### config.mk
export PLATFORM = sky130hd
export DESIGN_NAME = mem_stage
export DESIGN_NICKNAME = d
export VERILOG_FILES = /design/src/rtl/mem_stage_pkg.sv /design/src/rtl/data_memory.sv /design/src/rtl/mem_stage.sv
export SDC_FILE = /design/constraint.sdc
export NUM_CORES = 2
export LEC_CHECK = 0
export CAP_MARGIN = 10
export CORE_MARGIN = 1.5
export CORE_UTILIZATION = 30
export DETAILED_ROUTE_END_ITERATION = 16
export HOLD_SLACK_MARGIN = 0.05
export SLEW_MARGIN = 10
export SYNTH_ARGS = -nofsm -noshare
export SYNTH_HDL_FRONTEND = slang
export SYNTH_HIERARCHICAL = 1
export SYNTH_SLANG_ARGS = --single-unit
### constraint.sdc
create_clock -name i_clk -period 3.6 [get_ports i_clk]
set_clock_uncertainty 0.2 [all_clocks]
set_input_delay 1.08 -clock i_clk [delete_from_list [all_inputs] [get_ports i_clk]]
set_output_delay 1.08 -clock i_clk [all_outputs]
set_load 0.02 [all_outputs]
### src/rtl/mem_stage_pkg.sv
// Shared pipeline constants for the MEM stage.
//   WIDTH_*        : access-size codes carried on ctl_width.
//   is_misaligned  : alignment rule for a given width and byte offset.
package mem_stage_pkg;

  localparam logic [1:0] WIDTH_BYTE = 2'b00;
  localparam logic [1:0] WIDTH_HALF = 2'b01;
  localparam logic [1:0] WIDTH_WORD = 2'b11;

  // Code 2'b10 is unused by the decoder and is handled as a word access.
  function automatic logic is_misaligned(input logic [1:0] width,
                                         input logic [1:0] offset);
    case (width)
      WIDTH_BYTE: is_misaligned = 1'b0;
      WIDTH_HALF: is_misaligned = offset[0];
      default:    is_misaligned = (offset != 2'b00);
    endcase
  endfunction

endpackage

### src/rtl/data_memory.sv
// Data memory for the MEM stage: word-addressed storage with per-byte-lane
// write enables, an asynchronous pipeline read port and an asynchronous
// debug read port. Four byte lanes per word (datapath is 32 bits wide).
//   i_clk, i_reset    : clock, synchronous active-high reset (clears all words)
//   i_byte_en         : per-lane write enable, lane 0 = bits [7:0]
//   i_addr            : word index used for both write and pipeline read
//   i_wdata           : write data, already positioned in its lanes
//   o_rdata           : word at i_addr
//   i_debug_addr      : debug word index
//   o_debug_data      : word at i_debug_addr
module data_memory #(
  parameter int BITS_SIZE     = 32,
  parameter int BITS_ADDR_MEM = 5
) (
  input  logic                     i_clk,
  input  logic                     i_reset,
  input  logic [3:0]               i_byte_en,
  input  logic [BITS_ADDR_MEM-1:0] i_addr,
  input  logic [BITS_SIZE-1:0]     i_wdata,
  output logic [BITS_SIZE-1:0]     o_rdata,
  input  logic [BITS_ADDR_MEM-1:0] i_debug_addr,
  output logic [BITS_SIZE-1:0]     o_debug_data
);

  localparam int DEPTH = 1 << BITS_ADDR_MEM;

  logic [BITS_SIZE-1:0] mem [DEPTH];

  // NOTE: the whole array is cleared on reset, so it maps to flops rather
  // than a RAM macro; keep DEPTH small if this block is reused.
  always_ff @(posedge i_clk) begin
    if (i_reset) begin
      for (int w = 0; w < DEPTH; w++) mem[w] <= '0;
    end else begin
      for (int b = 0; b < 4; b++) begin
        if (i_byte_en[b]) mem[i_addr][b*8 +: 8] <= i_wdata[b*8 +: 8];
      end
    end
  end

  assign o_rdata      = mem[i_addr];
  assign o_debug_data = mem[i_debug_addr];

endmodule

### src/rtl/mem_stage.sv
// MEM pipeline stage: EX/MEM latch, alignment check, store lane steering
// and load extraction/extension around a data_memory instance.
//   i_clk, i_reset      : clock, synchronous active-high reset
//   i_step              : advance enable; latch and memory writes gated by it
//   i_alu_result        : byte address from EX
//   i_data_register_B   : store data from EX
//   i_mux_register_rd   : destination register from EX
//   i_ctl_*             : control bits from EX (width, unsigned, read/write...)
//   i_debug_addr        : debug word-read address
//   o_exmem_*           : latched EX/MEM fields for forwarding / writeback
//   o_halt              : latched halt
//   o_mem_read_data     : formatted load data (0 when not loading/misaligned)
//   o_misaligned        : latched access violates alignment
//   o_debug_mem_data    : memory word at i_debug_addr
module mem_stage
  import mem_stage_pkg::*;
#(
  parameter int BITS_SIZE     = 32,
  parameter int BITS_REGS     = 5,
  parameter int BITS_ADDR_MEM = 5
) (
  input  logic                     i_clk,
  input  logic                     i_reset,
  input  logic                     i_step,
  input  logic [BITS_SIZE-1:0]     i_alu_result,
  input  logic [BITS_SIZE-1:0]     i_data_register_B,
  input  logic [BITS_REGS-1:0]     i_mux_register_rd,
  input  logic                     i_ctl_mem_read,
  input  logic                     i_ctl_mem_write,
  input  logic                     i_ctl_reg_write,
  input  logic                     i_ctl_mem_to_reg,
  input  logic                     i_ctl_halt,
  input  logic [1:0]               i_ctl_width,
  input  logic                     i_ctl_unsigned,
  input  logic [BITS_ADDR_MEM-1:0] i_debug_addr,
  output logic [BITS_SIZE-1:0]     o_exmem_register,
  output logic [BITS_REGS-1:0]     o_exmem_rd,
  output logic                     o_exmem_reg_write,
  output logic                     o_exmem_mem_to_reg,
  output logic                     o_halt,
  output logic [BITS_SIZE-1:0]     o_mem_read_data,
  output logic                     o_misaligned,
  output logic [BITS_SIZE-1:0]     o_debug_mem_data
);

  // EX/MEM latch
  logic [BITS_SIZE-1:0] ex_addr;
  logic [BITS_SIZE-1:0] ex_data;
  logic [BITS_REGS-1:0] ex_rd;
  logic                 ex_mem_read;
  logic                 ex_mem_write;
  logic                 ex_reg_write;
  logic                 ex_mem_to_reg;
  logic                 ex_halt;
  logic [1:0]           ex_width;
  logic                 ex_unsigned;

  // NOTE: sequential state uses non-blocking assignments so every flop
  // samples pre-edge values regardless of statement order.
  always_ff @(posedge i_clk) begin
    if (i_reset) begin
      ex_addr       <= '0;
      ex_data       <= '0;
      ex_rd         <= '0;
      ex_mem_read   <= 1'b0;
      ex_mem_write  <= 1'b0;
      ex_reg_write  <= 1'b0;
      ex_mem_to_reg <= 1'b0;
      ex_halt       <= 1'b0;
      ex_width      <= WIDTH_BYTE;
      ex_unsigned   <= 1'b0;
    end else if (i_step) begin
      ex_addr       <= i_alu_result;
      ex_data       <= i_data_register_B;
      ex_rd         <= i_mux_register_rd;
      ex_mem_read   <= i_ctl_mem_read;
      ex_mem_write  <= i_ctl_mem_write;
      ex_reg_write  <= i_ctl_reg_write;
      ex_mem_to_reg <= i_ctl_mem_to_reg;
      ex_halt       <= i_ctl_halt;
      ex_width      <= i_ctl_width;
      ex_unsigned   <= i_ctl_unsigned;
    end
  end

  // Upper address bits are dropped, so out-of-range addresses wrap.
  logic [BITS_ADDR_MEM-1:0] word_idx;
  logic [1:0]               offset;
  logic                     misaligned_raw;

  assign word_idx       = ex_addr[BITS_ADDR_MEM+1:2];
  assign offset         = ex_addr[1:0];
  assign misaligned_raw = is_misaligned(ex_width, offset);

  // Store steering: data replicated across lanes, mask picks the target.
  logic [3:0]           lane_mask;
  logic [BITS_SIZE-1:0] wdata;
  logic [3:0]           byte_en;

  // NOTE: defaults first so every path assigns every output; no latches.
  always_comb begin
    lane_mask = 4'b0000;
    wdata     = ex_data;
    case (ex_width)
      WIDTH_BYTE: begin
        lane_mask = 4'b0001 << offset;
        wdata     = BITS_SIZE'({4{ex_data[7:0]}});
      end
      WIDTH_HALF: begin
        lane_mask = offset[1] ? 4'b1100 : 4'b0011;
        wdata     = BITS_SIZE'({2{ex_data[15:0]}});
      end
      default: lane_mask = 4'b1111;
    endcase
  end

  // Reset precedence over a pending store is handled inside data_memory.
  assign byte_en = (i_step && ex_mem_write && !misaligned_raw) ? lane_mask : 4'b0000;

  logic [BITS_SIZE-1:0] rd_word;

  data_memory #(
    .BITS_SIZE    (BITS_SIZE),
    .BITS_ADDR_MEM(BITS_ADDR_MEM)
  ) u_data_memory (
    .i_clk       (i_clk),
    .i_reset     (i_reset),
    .i_byte_en   (byte_en),
    .i_addr      (word_idx),
    .i_wdata     (wdata),
    .o_rdata     (rd_word),
    .i_debug_addr(i_debug_addr),
    .o_debug_data(o_debug_mem_data)
  );

  // Load formatting (little-endian lanes).
  logic [7:0]           byte_val;
  logic [15:0]          half_val;
  logic [BITS_SIZE-1:0] load_val;

  assign byte_val = rd_word[{offset, 3'b000} +: 8];
  assign half_val = rd_word[{offset[1], 4'b0000} +: 16];

  always_comb begin
    load_val = rd_word;
    case (ex_width)
      WIDTH_BYTE: load_val = {{(BITS_SIZE-8){byte_val[7] & ~ex_unsigned}}, byte_val};
      WIDTH_HALF: load_val = {{(BITS_SIZE-16){half_val[15] & ~ex_unsigned}}, half_val};
      default:    load_val = rd_word;
    endcase
  end

  assign o_mem_read_data    = (ex_mem_read && !misaligned_raw) ? load_val : '0;
  assign o_misaligned       = misaligned_raw && (ex_mem_read || ex_mem_write);
  assign o_exmem_register   = ex_addr;
  assign o_exmem_rd         = ex_rd;
  assign o_exmem_reg_write  = ex_reg_write;
  assign o_exmem_mem_to_reg = ex_mem_to_reg;
  assign o_halt             = ex_halt;

endmodule

==> flow_metrics.env <==
export IMPL_final_setup_viol_count=64
export IMPL_synth_flop_cell="edfxtp_1"
export IMPL_synth_compound_area_share_pct=5.56
export IMPL_power_mw=33.9
export IMPL_clock_path_buffers=3
export IMPL_period_needed_ns=5.62
export IMPL_timing_final_crit_share_pct=156
export IMPL_grt_overflow_total=0
export IMPL_critPathMaxStageDelay_ns=0.67
export IMPL_reg2reg_depth=11
export IMPL_clock_fmax_ghz=0.178
export IMPL_use_met2_pct=35.4
export IMPL_htreeDepth=4
export IMPL_port_buffer_count=189
export IMPL_first_iter_violations=4752
export IMPL_vias=44166
export IMPL_path_buf_inv=6
export IMPL_cp_slowest_cell="a222oi_1"
export IMPL_synth_top_family_by_area="multiplexers"
export IMPL_cp_max_fo=6
export IMPL_syn_to_final_growth_pct=37.2
export IMPL_regArea_sq_mm=0.0323
export IMPL_globalRouteMet1Util_pct=27.5
export IMPL_status="complete, but fails checks"
export IMPL_initial_core_util_pct=30.1
export IMPL_worstHoldPathCells=2
export IMPL_track_usage_pct=22.1
export IMPL_grt_busiest_layer="met2"
export IMPL_end_kind="output port"
export IMPL_yosys_warnings=6
export IMPL_clk_pin_slew_ns=0.05
export IMPL_required_ns=2.32
export IMPL_drive_above_1_share_pct=40.1
export IMPL_synth_cell_area_sq_mm=0.0593
export IMPL_clock_latency_ns=0.81
export IMPL_drc=0
export IMPL_final_core_util_pct=41.3
export IMPL_synth_simple_area_share_pct=16.8
export IMPL_ys_async_sr_fraction_pct=0
export IMPL_globalplace_congestion=0.969
export IMPL_crit_path_cell_trace="buf_12 > buf_6 > buf_6 > mux4_2 > a22oi_2 > nand4_1 > buf_6 > mux2_2 > a222oi_1 > buf_4 > nor2_1 > buf_4"
export IMPL_synth_edf_count=1024
export IMPL_muxShareOfSynthArea_pct=20.3
export IMPL_finalSetupTns_ns=-67.30
export IMPL_holdPathEnd="o_exmem_register[16]"
export IMPL_grt_pass1_wl_mm=319
export IMPL_numCtsBuffers=131
export IMPL_multi_input_area_sq_mm=0.0289
export IMPL_tritoncts="yes"
export IMPL_wire_per_inst_microns=27.5
export IMPL_ys_seq_area_share_pct=54.4
export IMPL_core_region_area_sq_mm=0.197
export IMPL_nNetsFinal=5625
export IMPL_power_density_mw_per_mm2=417
export IMPL_r2r_end="u_data_memory/mem[2][30]"
export IMPL_crit_type="register to output port"
export IMPL_wirelength_mm=228
export IMPL_path_delay_family="buffers and inverters"
export IMPL_arrival_ns=4.34
export IMPL_layout_setup_ws_ns=-2.02
export IMPL_largest_reg_flops=1024
export IMPL_hold_buffers=0
export IMPL_syn_nets=4642
export IMPL_synth_xor_area_share_pct=0
export IMPL_rows=163
export IMPL_start_kind="register"
export IMPL_top_register="u_data_memory/mem"
export IMPL_synth_cell_types=48
export IMPL_io_pins=190
export IMPL_hold_viol_final=0
export IMPL_drv_cap=0
export IMPL_ir_drop_v=0.000510
export IMPL_crit_top_cell="buf_6"
export IMPL_fp_dieArea_sq_mm=0.200
export IMPL_p_leak_nw=30.7
export IMPL_r2r_slack_ns=0.16
export IMPL_clockRootBuffer="clkbuf_16"
export IMPL_grt_max_degree=138
export IMPL_grt_pass1_vias=43667
export IMPL_cts_sinks=1101
export IMPL_rsz0062_at_grt="yes"
export IMPL_syn_inst=4557
export IMPL_antenna_left=0
export IMPL_via_per_inst=5.33
export IMPL_max_slew_margin_rel_pct=24.8
export IMPL_maxSlewViolCount=0
export IMPL_die_x_microns=448
export IMPL_syn_area_per_cell_sq_um=13.0
export IMPL_use_met3_pct=3.91
export IMPL_place_hpwl_mm=158
export IMPL_num_fill_cells=18062
export IMPL_antenna_found_initial=11
export IMPL_die_h_microns=448
export IMPL_synthAdderAreaFrac_pct=0
export IMPL_hold_class="register to register"
export IMPL_timing_rr_start="ex_width[1]"
export IMPL_ys_ff_latch=1101
export IMPL_dr_pass1_iters=5
export IMPL_violations="negative setup slack"
export IMPL_holdCritStartpoint="o_exmem_register[16]"
export IMPL_worst_slew_pin_slew_ns=1.13
[how the worst max path moves through the flow]
stage	start	end	depth (start not counted)
after CTS	o_exmem_register[2]	o_mem_read_data[5]	12
after detailed placement	o_exmem_register[2]	o_mem_read_data[5]	12
after global routing	o_exmem_register[2]	o_mem_read_data[6]	13
after floorplan	o_exmem_register[2]	o_mem_read_data[21]	11
final	o_exmem_register[2]	o_mem_read_data[1]	12
after global placement	o_exmem_register[2]	o_mem_read_data[5]	12
[cells in the mapped netlist, drive strengths merged (9+ instances only)]
library cell | number | share of area (%)
a21oi | 115 | 0.98
a22o | 64 | 0.94
a22oi | 224 | 2.8
a31oi | 40 | 0.42
and2 | 1027 | 11
buf | 155 | 1.5
clkbuf | 215 | 1.4
dfxtp | 77 | 2.6
edfxtp | 1024 | 52
inv | 18 | 0.11
mux2 | 24 | 0.46
mux2i | 598 | 10
mux4 | 256 | 9.7
nand2 | 124 | 0.83
nand3 | 108 | 0.94
nand4 | 32 | 0.34
nor2 | 232 | 1.9
nor2b | 9 | 0.095
nor3 | 38 | 0.33
o21ai | 18 | 0.15
or2 | 132 | 1.4
[where the power goes]
group,switching [mW],internal (mW)
registers,0.385,14.4
logic,3.11,2.55
clock network,5.73,7.73
[cell families after synthesis]
logic type / after synthesis
AO/OA/AOI/OAI: 474
buffers and inverters: 388
flip-flops: 1101
multiplexers: 878
AND/OR/NAND/NOR: 1716
[layout make-up]
| type | instances | share of cell area [%] |
|---|---|---|
| clock inverter | 75 | 1.02 |
| multi-input combinational | 3068 | 35.5 |
| sequential | 1101 | 39.7 |
| timing repair buffer | 1220 | 15.4 |
| inverter | 18 | 0.0830 |
| clock buffer | 163 | 4.26 |
| antenna | 2 | 0.00615 |
| tap | 2640 | 4.06 |
[worst min-delay path, stage by stage, from the launching register on]
cell and delay, ns:
dfxtp_1 0.32, mux2i_1 0.06, nor2_1 0.08
[layout by cell type (no fill, tap or decap), drive strengths merged, types with 2 or more instances in the layout]
master / Yosys / routed
nand4: 32 / 32
mux2: 24 / 24
mux4: 256 / 256
and2b: 3 / 3
clkdlybuf4s50: 0 / 116
a22o: 64 / 64
diode: 0 / 2
buf: 155 / 1085
clkdlybuf4s15: 0 / 3
dlygate4sd2: 0 / 2
edfxtp: 1024 / 1024
nor2: 232 / 232
dfxtp: 77 / 77
clkinvlp: 0 / 7
nand3: 108 / 108
nor2b: 9 / 9
inv: 18 / 28
or2: 132 / 132
a22oi: 224 / 224
mux2i: 598 / 598
a222oi: 7 / 7
a31oi: 40 / 40
o21ai: 18 / 18
bufinv: 0 / 11
a21oi: 115 / 115
nand2b: 2 / 2
and2: 1027 / 1027
nor3b: 4 / 4
clkbuf: 215 / 176
nor3: 38 / 38
nand2: 124 / 124
clkinv: 0 / 47
[timing repair]
item	CTS	global route
buffers inserted	156	58
resized for setup	895	310
cloned	21	11
pin swaps	149	159
endpoints found under the setup margin	68	127
[metal layers]
metal | vias to the layer above | part of all wire [%]
met5 | - | 0.033
met4 | 12 | 7.5
met3 | 589 | 7.8
met2 | 2258 | 46
met1 | 22314 | 38
li1 | 18993 | -
[through the flow]
step	hold slack (ns)	instances	setup WS [ns]	instance area (sq um)
final	0.294	8287	-2.02	81400
after global placement	0.271	7835	-1.80	70500
after detailed placement	0.285	7835	-1.79	70500
after CTS	0.303	8243	-2.05	79500
after global routing	0.317	8286	-2.05	81400
after floorplan	0.254	4557	-0.295	59700
No activity file was read; power rests on OpenSTA's default activity.
